### config.mk
export PLATFORM = sky130hd
export DESIGN_NAME = axis_uart_arbiter
export DESIGN_NICKNAME = d
export VERILOG_FILES = /design/src/rtl/axis_uart_arbiter.sv
export SDC_FILE = /design/constraint.sdc
export NUM_CORES = 1
export LEC_CHECK = 0
export BUFFER_PORTS_ARGS = -buffer_cell sky130_fd_sc_hd__buf_2
export CAP_MARGIN = 10
export CORE_ASPECT_RATIO = 0.75
export CORE_MARGIN = 2
export CORE_UTILIZATION = 45
export DETAILED_ROUTE_END_ITERATION = 6
export PLACE_DENSITY = 0.86
export SETUP_SLACK_MARGIN = 0.5
export SYNTH_ARGS = -nofsm -noshare
export SYNTH_HDL_FRONTEND = slang
export SYNTH_SLANG_ARGS = --single-unit
### constraint.sdc
create_clock -name clk -period 5.9 [get_ports clk]
set_clock_uncertainty 0.15 [all_clocks]
set_input_delay 0.295 -clock clk [delete_from_list [all_inputs] [get_ports clk]]
set_output_delay 0.295 -clock clk [all_outputs]
set_load 0.03 [all_outputs]
### src/rtl/axis_uart_arbiter.sv
// rtl/axis_uart_arbiter.sv - round-robin packet arbiter of N_CH AXI-Stream requesters onto one UART TX stream
// Optional channel-tag beat ahead of each packet when CHAN_TAG_EN is defined.
module axis_uart_arbiter #(
    parameter int N_CH   = 3,
    parameter int DATA_W = 8
) (
    input  logic                   clk,
    input  logic                   rst,
    input  logic [N_CH*DATA_W-1:0] s_tdata,
    input  logic [N_CH-1:0]        s_tvalid,
    input  logic [N_CH-1:0]        s_tlast,
    output logic [N_CH-1:0]        s_tready,
    output logic [DATA_W-1:0]      m_tdata,
    output logic                   m_tvalid,
    output logic                   m_tlast,
    input  logic                   m_tready,
    output logic [N_CH-1:0]        grant,
    output logic                   busy
);
    localparam int CW = $clog2(N_CH);
    localparam logic [CW-1:0] LAST_RST = CW'(N_CH - 1);

`ifdef CHAN_TAG_EN
    typedef enum logic [1:0] {S_IDLE, S_TAG, S_PASS} state_t;
`else
    typedef enum logic [1:0] {S_IDLE, S_PASS} state_t;
`endif

    state_t            state_q, state_d;
    logic [N_CH-1:0]   grant_q, grant_d;
    logic [CW-1:0]     gidx_q, gidx_d;
    logic [CW-1:0]     last_ch_q, last_ch_d;

    logic [CW-1:0]     win;
    logic              found;
    int                idx;
    logic [DATA_W-1:0] sel_data;
    logic              sel_valid;
    logic              sel_last;

    // Round-robin scan starts just after the previous owner and wraps modulo N_CH.
    always_comb begin
        win   = '0;
        found = 1'b0;
        idx   = 0;
        for (int k = 1; k <= N_CH; k++) begin
            idx = (int'(last_ch_q) + k) % N_CH;
            if (!found && s_tvalid[CW'(idx)]) begin
                found = 1'b1;
                win   = CW'(idx);
            end
        end
    end

    always_comb begin
        sel_data  = '0;
        sel_valid = 1'b0;
        sel_last  = 1'b0;
        for (int i = 0; i < N_CH; i++) begin
            if (gidx_q == CW'(i)) begin
                sel_data  = s_tdata[i*DATA_W +: DATA_W];
                sel_valid = s_tvalid[i];
                sel_last  = s_tlast[i];
            end
        end
    end

    always_comb begin
        state_d   = state_q;
        grant_d   = grant_q;
        gidx_d    = gidx_q;
        last_ch_d = last_ch_q;
        s_tready  = '0;
        m_tdata   = '0;
        m_tvalid  = 1'b0;
        m_tlast   = 1'b0;
        case (state_q)
            S_IDLE: begin
                if (found) begin
                    grant_d      = '0;
                    grant_d[win] = 1'b1;
                    gidx_d       = win;
`ifdef CHAN_TAG_EN
                    state_d      = S_TAG;
`else
                    state_d      = S_PASS;
`endif
                end
            end
`ifdef CHAN_TAG_EN
            S_TAG: begin
                m_tvalid = 1'b1;
                m_tdata  = DATA_W'(8'hF0) | DATA_W'(gidx_q);
                if (m_tready) begin
                    state_d = S_PASS;
                end
            end
`endif
            S_PASS: begin
                m_tdata  = sel_data;
                m_tvalid = sel_valid;
                m_tlast  = sel_last;
                s_tready = grant_q & {N_CH{m_tready}};
                if (sel_valid && m_tready && sel_last) begin
                    state_d   = S_IDLE;
                    grant_d   = '0;
                    last_ch_d = gidx_q;
                end
            end
            default: begin
                state_d = S_IDLE;
                grant_d = '0;
            end
        endcase
        // Handshake outputs stay quiet while reset is held, even before the first reset edge.
        if (rst) begin
            s_tready = '0;
            m_tvalid = 1'b0;
            m_tlast  = 1'b0;
        end
    end

    always_ff @(posedge clk) begin
        if (rst) begin
            state_q   <= S_IDLE;
            grant_q   <= '0;
            gidx_q    <= '0;
            last_ch_q <= LAST_RST;
        end else begin
            state_q   <= state_d;
            grant_q   <= grant_d;
            gidx_q    <= gidx_d;
            last_ch_q <= last_ch_d;
        end
    end

    assign grant = grant_q;
    assign busy  = (state_q != S_IDLE);

endmodule

==> Yosys cells after proc, flatten, opt, wreduce, memory -nomap -nowiden <==
Index checks and enable logic that the tools add are counted.
{ "word_totals": {"register_bits": 9, "inputBits": 33, "out_inout_bits": 17, "word_cells": 73} }
{ "op_classes": {"add_sub_neg": 3, "div_mod_pow": 3, "magnitude_cmp": 5, "eq_ne": 5, "n_mux": 39, "bitwise": 1, "reduce_logical": 13} }
{ "op_table": {"columns": ["operator", "n"], "rows": [
  ["32-bit by 3-bit modulo with 32-bit output, second input constant", 3],
  ["8-bit 2-to-1 mux", 4],
  ["1-bit 2-to-1 mux", 20],
  ["2-bit by 4-bit less-than comparator with 1-bit output, second input constant", 3],
  ["3-bit 2-to-1 mux", 4],
  ["2-bit 2-to-1 mux", 5],
  ["2-bit by 2-bit adder with 3-bit output, second input constant", 2],
  ["1-bit binary-select mux with 2-bit select", 3],
  ["3-bit one-hot mux with 2 select lines", 1],
  ["2-bit AND reduction", 3],
  ["1-bit logical AND", 5],
  ["2-bit by 1-bit equality test with 1-bit output, second input constant", 2],
  ["2-bit zero test", 2],
  ["2-bit inequality test, second input constant", 2],
  ["2-bit one-hot mux with 2 select lines", 1],
  ["2-bit by 1-bit adder with 3-bit output, second input constant", 1],
  ["3-bit bitwise AND", 1],
  ["2-bit by 3-bit less-than comparator with 1-bit output, second input constant", 1],
  ["1-bit demux with 2-bit select", 1],
  ["2-bit equality test, second input constant", 1],
  ["2-bit by 1-bit greater-or-equal comparator with 1-bit output, second input constant", 1],
  ["1-bit zero test", 2],
  ["2-bit nonzero test", 1]
]} }

==> Depth between registers and ports, before layout <==
{ "depth": {"ltp_word": 18, "depth_mapped": 7} }

==> Least setup slack after synthesis <==
Ideal clock, no wire load.
{ "synth_path": {"path_kind": "register to register", "from": "register last_ch_q[0]", "to": "register gidx_q[0]", "setup_time_ps": 119, "arrival_ps": 1758, "slack_ps": 3873, "stages_incl_launch_ff": 8, "cell_sequence": "dfxtp_1 -> inv_1 -> ha_1 -> a22o_1 -> a211o_1 -> nand2_1 -> mux2_1 -> o221a_1"} }
{ "synth_between": {"elab_chain_cells": 13} }
{ "synth_lines": {"columns": ["item", "line_no", "text"], "rows": [
  ["start: declaration", "32", "logic [CW-1:0] last_ch_q, last_ch_d;"],
  ["start signal: assignment", "133", "last_ch_q <= last_ch_d;"],
  ["2-bit by 1-bit adder with 3-bit output", "47", "idx = (int'(last_ch_q) + k) % N_CH;"],
  ["32-bit by 3-bit modulo with 32-bit output", "47", null],
  ["1-bit binary-select mux with 2-bit select", "48", "if (!found && s_tvalid[CW'(idx)]) begin"],
  ["1-bit 2-to-1 mux (not written as such) (2 in a row)", "48", null],
  ["1-bit 2-to-1 mux", "48", null],
  ["1-bit zero test", "48", null],
  ["1-bit logical AND", "48", null],
  ["1-bit 2-to-1 mux", "48", null],
  ["1-bit zero test", "48", null],
  ["1-bit logical AND", "48", null],
  ["1-bit 2-to-1 mux", "48", null],
  ["2-bit AND reduction (no line)", null, null],
  ["end signal: assignment", "132", "gidx_q <= gidx_d;"],
  ["end: declaration", "31", "logic [CW-1:0] gidx_q, gidx_d;"]
]} }
Parallel ways exist; a longest one is shown, timed or not. The select of a mux whose other input is x is not followed.
A chain may end at the register's enable or synchronous reset.

==> Worst setup path after layout <==
{ "layout_path": {"from": "register gidx_q[0]", "to": "output port m_tdata[1]"} }
{ "layout_between": {"elab_chain_cells": 5} }
{ "layout_lines": {"columns": ["item", "line_no", "text"], "rows": [
  ["2-bit zero test", "60", "if (gidx_q == CW'(i)) begin"],
  ["8-bit 2-to-1 mux (2 in a row)", "60", null],
  ["8-bit 2-to-1 mux (*)", "60", null],
  ["8-bit 2-to-1 mux (*)", "77", "case (state_q)"],
  ["end: declaration", "13", "output logic [DATA_W-1:0] m_tdata,"]
]} }
Mark *: on every way between the ends. The rest lies on a longest branch, timed or not.

==> key figures <==
Outcome
  • Status: finished, final reports clean

STA
  • Tmin final: 2.41 ns
  • Rel. slew slack: 52.6%
  • # setup viols final: 0
  • Total Neg Setup Slack: 0 ns
  • Worst-margin pin slew: 0.710 ns
  • Final hold viol count: 0
  • Final period utilization: 40.9%
  • Fmax: 415 MHz
  • RSZ-0062 raised after global routing: no
  • Final-report max-slew violation count: 0

Critical path
  • Worst path slowest cell: dfxtp_1
  • WS Path Type: reg2out
  • Cell breakdown of the critical path: nor2b_1 -> a21oi_1 -> nor2_1 -> buf_2
  • Worst path max stage delay: 0.63 ns
  • WP data arrival: 1.97 ns
  • Crit. End Element: output port
  • Req. time, crit path: 5.45 ns
  • Worst-path fanout max: 15
  • Critical Path Source Type: flip-flop

Place
  • GP Congestion: 0.884
  • Placed Cells: 174
  • Port Buffer Count: 49
  • HPWL Detailed: 1.93 mm

Synth
  • Post-synth EDFFs: 0
  • Simple-gate portion of the synthesized area: 22.9%
  • Post-synth top flop: dfxtp_1
  • #FFs+latches synth: 8
  • Synth Area in Adders: 4.71%
  • Post-synthesis sequential area ratio: 20.1%
  • Cells after Synth: 108
  • Post-synth design cell area: 797 µm²
  • Compound-cell area share of the yosys netlist: 27.2%
  • Synth Net Count: 144
  • Async SR Flop Fraction: 0%
  • XOR/XNOR share of the synthesized area: 0%
  • Largest family of logic cells by synthesized area: compound AO/OA/AOI/OAI gates
  • YS warnings: 0
  • Mux contribution to synthesized area: 17.7%
  • Distinct cells, synth: 35
  • Syn avg cell area: 7.38 µm²

Route
  • Drt wl/cell: 13.7 µm
  • Initial DRT Pass Iterations: 4
  • Drt total wl: 2.43 mm
  • DRT iter0 DRCs: 20
  • Drt via density: 5.52
  • Remaining DRCs: 0
  • Antenna-violating nets left: 0
  • Via count: 977

Layout
  • Final Non-Filler Cells: 177
  • Layout cell share with drive strength beyond 1: 36.1%
  • Commonest non-fill, non-tap cell in the layout: buf_2
  • Area of the multi-input gates: 578 µm²
  • Layout area overhead: 34.4%
  • Number of inserted diodes: 0
  • Final #Nets: 193
  • Most frequent cells in the layout: 49 x buf_2, 20 x nor2_1, 13 x mux2i_1
  • FF/Latch Area: 160 µm²
  • Fill count: 157

Pwr
  • Logic pwr share: 45.5%
  • Power share of the sequential group: 33.5%
  • Worst vdd ir: 0.126 mV
  • Cell internal pwr: 0.000120 W
  • P_sw: 0.0000852 W
  • Final Total Pwr: 0.000205 W
  • Net Sw Frac: 41.6%
  • P per Cell Area: 191 nW/µm²
  • Clock network power share: 21.0%
  • Pleak: 0.565 nW

Clocking
  • Root Driver: clkbuf_4
  • TritonCTS buffer count: 3
  • H-tree level count: 1
  • Post-CTS Hold Buffers: 0
  • CTS resizes: 0
  • CTS tree: built
  • CTS clk-pin slew, worst paths: 0.06 ns
  • Clk_lat worst skew: 0.25 ns
  • Maximum clock path buffer count: 2
  • Sink Count: 8
  • Postcts setup bufs: 0

Global route
  • First-pass GRT wire length: 3.51 mm
  • Initial antenna violation count: 0
  • Gr ovfl total: 0
  • Vias in the first global route: 789
  • Largest net degree at the start of global routing: 16
  • Global-route usage over all layers: 22.3%

Floorplanning
  • Die H: 40.4 µm
  • Cell Rows: 13
  • Core ar.: 1690 µm²
  • Initial core utilization: 47.1%
  • Top-Level Pins: 50
  • Die area: 2130 µm²
  • Chip width: 52.6 µm

Job
  • Max-cap violations: 0

Worst hold path
  • Worst hold path type: in2reg
[cells by family (layout without fill, tap and decap cells)]
group           Yosys count  in the layout
fa+ha+maj                 3              3
flops                     8              8
mux                      14             14
buf+inv                  15             62
compound gates           30             30
simple gates             38             38
[worst max-delay path: cells and delay by family, from the launching register on]
kind / cells / cell delay (ns)
AOI/OAI and AO/OA: 1 / 0.17
DFF: 1 / 0.63
buffers and inverters: 1 / 0.21
and+or+nand+nor: 2 / 0.70
[flip-flops by register name (all words and copies together), names as in the netlist]
| register | count |
|---|---|
| gidx_q | 2 |
| last_ch_q | 2 |
| state_q | 1 |
| grant | 3 |
[cells in the mapped netlist, types with 2 or more instances]
library cell	n	area share (%)
nor2_1	20	9.4
mux2i_1	13	16
a21oi_1	11	6.9
dfxtp_1	8	20
inv_1	8	3.8
and3_1	4	3.1
nand2_1	4	1.9
clkbuf_1	3	1.4
ha_1	3	4.7
nand3b_1	3	2.8
buf_2	2	1.3
nand2b_1	2	1.6
o21a_1	2	1.9
o21ai_0	2	1.3
o221a_1	2	2.8
o32ai_1	2	2.2
[per-stage QoR]
stage | utilization [%] | setup slack (ns) | hold slack [ns] | area, µm²
finish | 63.3 | 3.49 | 0.110 | 1070
global route | 63.3 | 3.41 | 0.0966 | 1070
CTS | 63.3 | 3.56 | 0.0987 | 1070
detailed placement | 62.0 | 3.74 | 0.307 | 1050
global placement | 62.0 | 3.82 | 0.306 | 1050
floorplan | - | 3.87 | 0.217 | 797
[per-layer routing]
metal | track usage, % | share of wire, % | vias up
li1 | - | - | 478
met1 | 31.6 | 46 | 473
met2 | 34.7 | 50 | 24
met3 | 4.48 | 4.2 | 2
met4 | 5.77 | 0.49 | 0
met5 | 0 | 0 | -
[final timing paths]
kind | slack (ns) | to | from | depth (start not counted)
setup reg to reg | 3.72 | gidx_q[0]$_SDFFE_PP0P_ | last_ch_q[0]$_SDFFE_PP0P_ | 7
hold / removal | 0.11 | last_ch_q[0]$_SDFFE_PP0P_ | rst | 2
hold reg to reg | 0.32 | grant[0]$_SDFFE_PP0P_ | grant[0]$_SDFFE_PP0P_ | 2
setup / recovery | 3.49 | m_tdata[1] | gidx_q[0]$_SDFFE_PP0P_ | 4
[power by group through the flow]
stage	Sequential (W)	Combinational [W]	Clock, W
3_5_place_dp	0.0000694	0.0000921	0
2_1_floorplan	0.0000664	0.0000661	0
3_3_place_gp	0.0000688	0.0000894	0
6_report	0.0000686	0.0000932	0.0000430
4_1_cts	0.0000683	0.0000926	0.0000435
5_1_grt	0.0000694	0.000102	0.0000463
[final cells by class]
type | instances | share of cell area (%)
repair buffers | 49 | 22.9
multi-input cells | 85 | 54.0
flip-flops and latches | 8 | 15.0
well taps | 22 | 2.57
inverters | 10 | 3.50
clock buffers | 3 | 2.10
(Power assumes the default switching activity.)
